===== src/rtl/conv_mac_sequencer.sv =====
// Beat sequencer for the multiply array: walks pixel-group x channel-group loops,
// handshakes with the feature buffer and delays accumulator tags by the multiplier latency.
module conv_mac_sequencer #(
  parameter int unsigned KERNEL_NUM   = 1,
  parameter int unsigned MULT_LATENCY = 3,
  parameter int unsigned CH_W         = 10,
  parameter int unsigned PIX_W        = 16
) (
  input  logic              clk,
  input  logic              rst,
  input  logic              start,
  input  logic [CH_W-1:0]   cfg_ch_grp,
  input  logic [PIX_W-1:0]  cfg_pix_grp,
  output logic              busy,
  output logic              done,
  output logic              data_req,
  input  logic              data_rdy,
  output logic [CH_W+3:0]   wt_addr,
  output logic              acc_en,
  output logic              acc_first,
  output logic              acc_last,
  output logic [PIX_W-1:0]  out_pix
);

  localparam int unsigned AW    = CH_W + 4;
  localparam int unsigned CNT_W = (MULT_LATENCY > 1) ? $clog2(MULT_LATENCY) : 1;

  localparam logic [1:0] IDLE  = 2'd0;
  localparam logic [1:0] RUN   = 2'd1;
  localparam logic [1:0] DRAIN = 2'd2;

  logic [1:0]       state_q, state_d;
  logic [CH_W-1:0]  n_q, n_d, ch_q, ch_d;
  logic [PIX_W-1:0] p_q, p_d, pix_q, pix_d;
  logic [AW-1:0]    wt_q, wt_d;
  logic [CNT_W-1:0] cnt_q, cnt_d;
  logic             done_d;
  logic             fire, ch_wrap, last_beat;

  logic [MULT_LATENCY-1:0] tag_v, tag_f, tag_l;
  logic [PIX_W-1:0]        tag_p [MULT_LATENCY];

  assign fire      = (state_q == RUN) && data_rdy;
  assign ch_wrap   = (ch_q == n_q - CH_W'(1));
  assign last_beat = ch_wrap && (pix_q == p_q - PIX_W'(1));

  // Next-state, loop counters and weight address (kept as ch_idx * KERNEL_NUM by stride adds)
  always_comb begin
    state_d = state_q;
    n_d     = n_q;
    p_d     = p_q;
    ch_d    = ch_q;
    pix_d   = pix_q;
    wt_d    = wt_q;
    cnt_d   = cnt_q;
    done_d  = 1'b0;
    case (state_q)
      IDLE: begin
        if (start) begin
          if (cfg_ch_grp == '0 || cfg_pix_grp == '0) begin
            done_d = 1'b1;
          end else begin
            n_d     = cfg_ch_grp;
            p_d     = cfg_pix_grp;
            ch_d    = '0;
            pix_d   = '0;
            wt_d    = '0;
            state_d = RUN;
          end
        end
      end
      RUN: begin
        if (fire) begin
          if (ch_wrap) begin
            ch_d  = '0;
            wt_d  = '0;
            pix_d = last_beat ? '0 : pix_q + PIX_W'(1);
          end else begin
            ch_d = ch_q + CH_W'(1);
            wt_d = wt_q + AW'(KERNEL_NUM);
          end
          if (last_beat) begin
            state_d = DRAIN;
            cnt_d   = CNT_W'(MULT_LATENCY - 1);
          end
        end
      end
      DRAIN: begin
        if (cnt_q == '0) begin
          state_d = IDLE;
          done_d  = 1'b1;
        end else begin
          cnt_d = cnt_q - CNT_W'(1);
        end
      end
      default: state_d = IDLE;
    endcase
  end

  always_ff @(posedge clk or posedge rst) begin
    if (rst) begin
      state_q  <= IDLE;
      n_q      <= '0;
      p_q      <= '0;
      ch_q     <= '0;
      pix_q    <= '0;
      wt_q     <= '0;
      cnt_q    <= '0;
      busy     <= 1'b0;
      done     <= 1'b0;
      data_req <= 1'b0;
    end else begin
      state_q  <= state_d;
      n_q      <= n_d;
      p_q      <= p_d;
      ch_q     <= ch_d;
      pix_q    <= pix_d;
      wt_q     <= wt_d;
      cnt_q    <= cnt_d;
      busy     <= (state_d != IDLE);
      done     <= done_d;
      data_req <= (state_d == RUN);
    end
  end

  // Tag delay line; non-fire cycles push an all-zero bubble so outputs stay qualified
  always_ff @(posedge clk or posedge rst) begin
    if (rst) begin
      tag_v <= '0;
      tag_f <= '0;
      tag_l <= '0;
      for (int i = 0; i < int'(MULT_LATENCY); i++) tag_p[i] <= '0;
    end else begin
      for (int i = int'(MULT_LATENCY) - 1; i > 0; i--) begin
        tag_v[i] <= tag_v[i-1];
        tag_f[i] <= tag_f[i-1];
        tag_l[i] <= tag_l[i-1];
        tag_p[i] <= tag_p[i-1];
      end
      tag_v[0] <= fire;
      tag_f[0] <= fire && (ch_q == '0);
      tag_l[0] <= fire && ch_wrap;
      tag_p[0] <= fire ? pix_q : '0;
    end
  end

  assign wt_addr   = wt_q;
  assign acc_en    = tag_v[MULT_LATENCY-1];
  assign acc_first = tag_f[MULT_LATENCY-1];
  assign acc_last  = tag_l[MULT_LATENCY-1];
  assign out_pix   = tag_p[MULT_LATENCY-1];

endmodule


===== config.mk =====
export PLATFORM = sky130hd
export DESIGN_NAME = conv_mac_sequencer
export DESIGN_NICKNAME = d
export VERILOG_FILES = /design/src/rtl/conv_mac_sequencer.sv
export SDC_FILE = /design/constraint.sdc
export NUM_CORES = 1
export LEC_CHECK = 0
export BUFFER_PORTS_ARGS = -buffer_cell sky130_fd_sc_hd__buf_2
export CORE_ASPECT_RATIO = 0.9
export CORE_UTILIZATION = 30
export CTS_CLUSTER_SIZE = 14
export DETAILED_ROUTE_END_ITERATION = 10
export SETUP_SLACK_MARGIN = 0.5
export SKIP_LAST_GASP = 1
export SLEW_MARGIN = 20
export SYNTH_ARGS = -nofsm -noshare
export SYNTH_HDL_FRONTEND = slang
export SYNTH_SLANG_ARGS = --single-unit

===== constraint.sdc =====
create_clock -name clk -period 5.1 [get_ports clk]
set_clock_uncertainty 0.2 [all_clocks]
set_input_delay 0.255 -clock clk [delete_from_list [all_inputs] [get_ports clk]]
set_output_delay 0.255 -clock clk [all_outputs]
set_load 0.01 [all_outputs]

==> results of run 1 <==
-- layout by cell type, fill, tap and decap left out, drive strengths merged, types with 13 or more instances in the layout --
| master | count |
|---|---|
| mux2 | 27 |
| xnor2 | 26 |
| o31ai | 13 |
| xor2 | 17 |
| dlygate4sd3 | 28 |
| dfrtp | 130 |
| nand2 | 32 |
| nor2 | 31 |
| nand3 | 22 |
| or4 | 19 |
| buf | 72 |
| a21oi | 25 |
| and3 | 21 |
| clkbuf | 18 |
| nor4 | 13 |
| inv | 25 |
| o21ai | 21 |
-- worst max path at each step --
stage	from	to	slack, ns	cells past startpoint
6_report	n_q[0]	ch_q[4]	1.62	10
3_3_place_gp	n_q[0]	wt_addr[13]	1.72	10
3_5_place_dp	n_q[0]	ch_q[5]	1.60	10
5_1_grt	n_q[0]	ch_q[5]	1.34	10
2_1_floorplan	rst	busy	1.18	1
4_1_cts	n_q[0]	ch_q[4]	1.58	10
-- cell type report --
class,instances,area (um^2),area share
sequential,130,3253,0.4385
timing repair buffer,100,658.1,0.08872
clock inverter,14,141.4,0.01906
tap,255,319.1,0.04301
clock buffer,18,429.2,0.05785
inverter,17,66.31,0.008939
multi-input combinational,370,2551,0.3439
-- stage by stage --
stage | setup WS (ns) | hold slack [ns]
global route | 1.340 | 0.06699
finish | 1.619 | 0.03345
floorplan | 1.176 | 0.1312
global placement | 1.716 | 0.1333
detailed placement | 1.599 | 0.1347
CTS | 1.579 | 0.01699
-- critical path: stages, from the launching register on --
cell	delay [ns]
dfrtp_1	0.46
inv_1	0.11
ha_1	0.22
or4b_4	0.51
nor2_2	0.11
xnor2_1	0.13
a2111oi_4	0.43
a21oi_2	0.10
buf_4	0.25
nor2_1	0.70
nor2_1	0.12
-- timing repair --
| action | 4_1_cts | 5_1_grt |
|---|---|---|
| endpoints found under the hold margin | 76 | 0 |
| hold buffers | 28 | 0 |
| setup endpoints to repair | 0 | 0 |
-- per-layer routing --
layer | wire length, um | share of wire
met4 | 213 | 0.016
met1 | 6744 | 0.51
met2 | 5534 | 0.42
met5 | 0 | 0
met3 | 617 | 0.047
-- power breakdown --
group / switching (mW) / internal (mW) / total, mW / leakage (nW)
clock: 0.487 / 0.684 / 1.17 / 0.267
combinational: 0.348 / 0.324 / 0.672 / 1.33
sequential: 0.207 / 1.18 / 1.38 / 1.70
-- kinds of logic after synthesis --
family,share of synthesized area
buf+inv,0.05172
mux,0.05294
compound gates,0.1030
fa+ha+maj,0.01431
simple gates,0.1850
xor+xnor,0.06153
flops,0.5315
-- registers in the layout (all words and copies together), names as in the netlist, 3 cells and up --
register / count
out_pix: 16
tag_v: 3
tag_f: 3
p_q: 16
tag_l: 3
wt_addr: 14
n_q: 10
pix_q: 16
tag_p: 32
ch_q: 10
==> impl_metrics.toml, run 1 <==
[grt]
grt_util_met2 = 0.1942
top_usage_layer = "met1"
grt_max_degree = 51
use_met1 = 0.1955
grt_pass1_vias = 4134
grt_antenna_before_repair = 0
grtUsageTotal = 0.1352
grt_pass1_wl_um = 22230
grt_overflow = 0
use_met3 = 0.02705

[synth]
synth_common_cells = "130 x dfrtp_1, 32 x nand2_1, 30 x nor2_1"
synthFlopType = "dfrtp_1"
synth_cell_types = 59
async_reset_ff_frac = 1.000
syn_area_mm2 = 0.006121
yosysTopAreaCell = "dfrtp_1"
netlist_instances = 561
synth-edff-count = 0
yosysMostFrequentCell = "dfrtp_1"
yosys_register_bits = 130
avgSynthCellArea_um2 = 10.91
synthTopCellsByArea = "dfrtp_1 53%, mux2_2 5.0%, xnor2_1 3.7%, xor2_1 2.4%, and3_1 2.1%"
synthesis.nets = 598
yosysWarningCount = 0
seq_area_frac_synth = 0.5315
post-synth-top-area-fraction = 0.5315

[worst_setup_path]
reg2reg_depth = 10
start_kind = "flop"
worstReg2RegEnd = "ch_q[4]"
crit_required_ns = 5.17
worstPathArrival_ns = 3.55
worstSetupEndpointType = "flop"
crit_fanout = 39
ff2ff_setup_slack_ns = 1.62
reg2reg_from = "n_q[0]"
path_class = "flop to flop"

[placed_design]
hpwl_um = 9189
numPortBuffers = 65
place.gp.congestion = 0.8436
dpl-instance-area_mm2 = 0.006568
dp.cells = 844

[cts]
cts_buffers = 17
cts_tree = "yes"
clkSlewWorstSetupHoldPaths_ns = 0.06
clk_path_buf_depth = 2
htreeDepth = 4
cts-root-buf = "clkbuf_16"
insertion_delay_ns = 0.42
post-cts-setup-buffers = 0
cts.sinks = 130
ctsResizeCount = 0

[die]
core_mm2 = 0.01999
start_util = 0.3062
boundaryPins = 66
die_h_um = 137.5
dieArea_mm2 = 0.02098
fp.dieW_um = 152.6
num_rows = 49

[sta]
setup_viol = 0
hold_viol = 0
drv_slew = 0
tightest_slew_ns = 0.8725
max_slew_margin = 0.4162
finalCritPeriodShare = 0.6826
rsz0062_at_grt = "false"
fmax_mhz = 287.2
tns_ns = 0
timing.final.crit_period_ns = 3.481

[cells_and_area]
utilization = 0.3712
finalNonFillerCells = 904
drive_gt1_frac = 0.2280
nets = 673
nFillCells = 2003
diodes = 0
final_cell_area_mm2 = 0.007418
synthToLayoutAreaGrowth_pct = 21.20

[status]
violations = "design-rule violations"
outcome = "finished, violations left"

[drt]
viasPerCell = 4.860
first_pass_iters = 8
vias = 4393
ant_nets = 0
wl_per_cell_um = 14.50
drt-total-wl_um = 13110
drt_iter0_markers = 317
drc = 5

[min_path]
hold_class = "primary input to flop"
worstHoldStart = "start"
hold_end = "done"
hold_depth = 4

[pwr]
ir_drop_uv = 137.3
power.total_mw = 3.227
power_density_mw_per_mm2 = 435.0
p_leak_nw = 3.306

[flow_run]
maxCapViolCount = 0
Power figures use the tool's default switching activity.
==> run 2: changes to the inputs <==
==> constraint.sdc (replaced) <==
create_clock -name clk -period 3.07 [get_ports clk]
set_clock_uncertainty 0.2 [all_clocks]
set_input_delay 0.1535 -clock clk [delete_from_list [all_inputs] [get_ports clk]]
set_output_delay 0.1535 -clock clk [all_outputs]
set_load 0.01 [all_outputs]
==> run 2 against run 1 <==
  * The flow still finishes with violations (design-rule violations)
  * Largest cell class unchanged
  * Register-to-register slack got worse by 1.4 ns
  * Setup slack got worse by 1.4 ns
  * First-iteration DRC count decreased by 11%
  * Critical path type unchanged
  * Die area unchanged
  * Combinational power increased by 140%
  * Clock-buffer cell count decreased by 1
  * Highest routed layer unchanged
  * Utilization increased by 3.5 points
  * Fmax increased by 22%
==> impl_metrics.toml, run 2 (synthesized netlist as in run 1, its figures left out) <==
[status]
outcome = "finished, violations left"
violations = "design-rule violations"

[cts]
insertion_delay_ns = 0.43
clk_path_buf_depth = 2
clkSlewWorstSetupHoldPaths_ns = 0.07
cts.sinks = 130
cts-root-buf = "clkbuf_16"
htreeDepth = 4
cts_buffers = 17
cts_tree = "yes"

[cells_and_area]
nFillCells = 1950
nets = 720
seqCellArea_mm2 = 0.003259
largest_reg_flops = 32
drive_gt1_frac = 0.3319
diodes = 0
final_common_cell = "dfrtp_1"
final_cell_area_mm2 = 0.008112
layout_common_cells = "125 x dfrtp_1, 65 x buf_2, 43 x buf_4, 31 x nand2_1"
multiInputGateArea_mm2 = 0.002794
utilization = 0.4058
largest_register = "tag_p"
synthToLayoutAreaGrowth_pct = 32.52

[min_path]
hold_end = "done"
hold_class = "primary input to flop"
worstHoldStart = "cfg_pix_grp[11]"
hold_depth = 5

[grt]
grtUsageTotal = 0.1435
grt_antenna_before_repair = 0
grt_max_degree = 131
grt_pass1_wl_um = 23410
grt_overflow = 0
grt_pass1_vias = 4478

[sta]
rsz0062_at_grt = "true"
final.setup.worst_slack_ns = 0.2225
fmax_mhz = 351.2
setup_viol = 0
drv_slew = 0
tns_ns = 0
finalCritPeriodShare = 0.9275
tightest_slew_ns = 0.6789
timing.final.crit_period_ns = 2.847
hold_viol = 0
max_slew_margin = 0.5474

[drt]
viasPerCell = 4.918
first_pass_iters = 10
ant_nets = 0
drt-total-wl_um = 14300
drc = 2
vias = 4677
drt_iter0_markers = 283
wl_per_cell_um = 15.04

[placed_design]
place.gp.congestion = 0.8134
hpwl_um = 9455
dp_slack_ns = 0.07093
dpl-instance-area_mm2 = 0.006830
numPortBuffers = 65

[die]
boundaryPins = 66
num_rows = 49
core_mm2 = 0.01999
die_h_um = 137.5
fp.dieW_um = 152.6
start_util = 0.3062
dieArea_mm2 = 0.02098

[worst_setup_path]
path_class = "flop to flop"
ff2ff_setup_slack_ns = 0.22
crit_required_ns = 3.22
worstPathArrival_ns = 3.00
reg2reg_depth = 8
start_kind = "flop"
worstReg2RegEnd = "pix_q[5]"
worstSetupEndpointType = "flop"
reg2reg_from = "n_q[2]"
crit_fanout = 19

[pwr]
p_leak_nw = 3.607
power_density_mw_per_mm2 = 712.2
power.total_mw = 5.777
ir_drop_uv = 393.3

[flow_run]
maxCapViolCount = 0
run 2: cell count changes in the layout (fill, tap and decap cells not counted), sizes merged:
| cell | change |
|---|---|
| bufinv | -1 |
| clkinvlp | -3 |
| dlygate4sd3 | +1 |
| buf | +45 |
| clkinv | +3 |
| inv | +2 |
run 2: through the flow:
step                hold slack [ns]  instances
finish                       0.1278        951
global route                 0.1452        951
CTS                          0.1110        938
detailed placement           0.1347        863
global placement             0.1336        863
floorplan                    0.1041        561
run 2: area by class of cell:
class | instances | share of cell area
Sequential cell | 130 | 0.4018
Tap cell | 255 | 0.03933
Multi-Input combinational cell | 370 | 0.3444
Clock inverter | 15 | 0.01620
Clock buffer | 17 | 0.05244
Inverter | 17 | 0.008638
Timing Repair Buffer | 147 | 0.1371
run 2: routing by layer:
metal | GRT usage | part of all wire | vias up
met5 | 0 | 0 | -
met4 | 0.05780 | 0.013 | 0
met3 | 0.03114 | 0.047 | 12
met2 | 0.2062 | 0.43 | 112
met1 | 0.2083 | 0.51 | 2278
li1 | - | - | 2275
run 2: worst max path at each step:
stage          startpoint   endpoint  slack [ns]  depth (start not counted)
2_1_floorplan      n_q[0]   pix_q[5]        0.28                         11
6_report           n_q[2]   pix_q[5]        0.22                          8
4_1_cts            n_q[2]   pix_q[5]        0.22                          8
3_3_place_gp       p_q[0]  pix_q[11]        0.09                         10
3_5_place_dp       p_q[0]  pix_q[11]        0.07                         10
5_1_grt            n_q[1]   pix_q[5]        0.06                         10
run 2: report_power, final:
part,switching [mW],total (mW),leakage (nW),internal (mW)
combinational,0.794,1.60,1.63,0.805
clock,0.854,1.92,0.280,1.07
sequential,0.298,2.26,1.70,1.96
run 2: worst max-delay path, cell delays in order (launching register included):
cell and delay [ns]:
dfrtp_2 0.43, or3_4 0.42, nor3_4 0.26, a31oi_4 0.14, a2111oi_4 0.44, a21oi_4 0.12, buf_12 0.17, or4_1 0.46
a21oi_1 0.13
run 2: repair_timing:
item                                   4_1_cts  5_1_grt
setup endpoints to repair                   40       45
pin swaps                                    9        5
endpoints found under the hold margin      172        0
resized for setup                           17       30
cloned                                       0        2
setup buffers                               14       11
hold buffers                                29        0
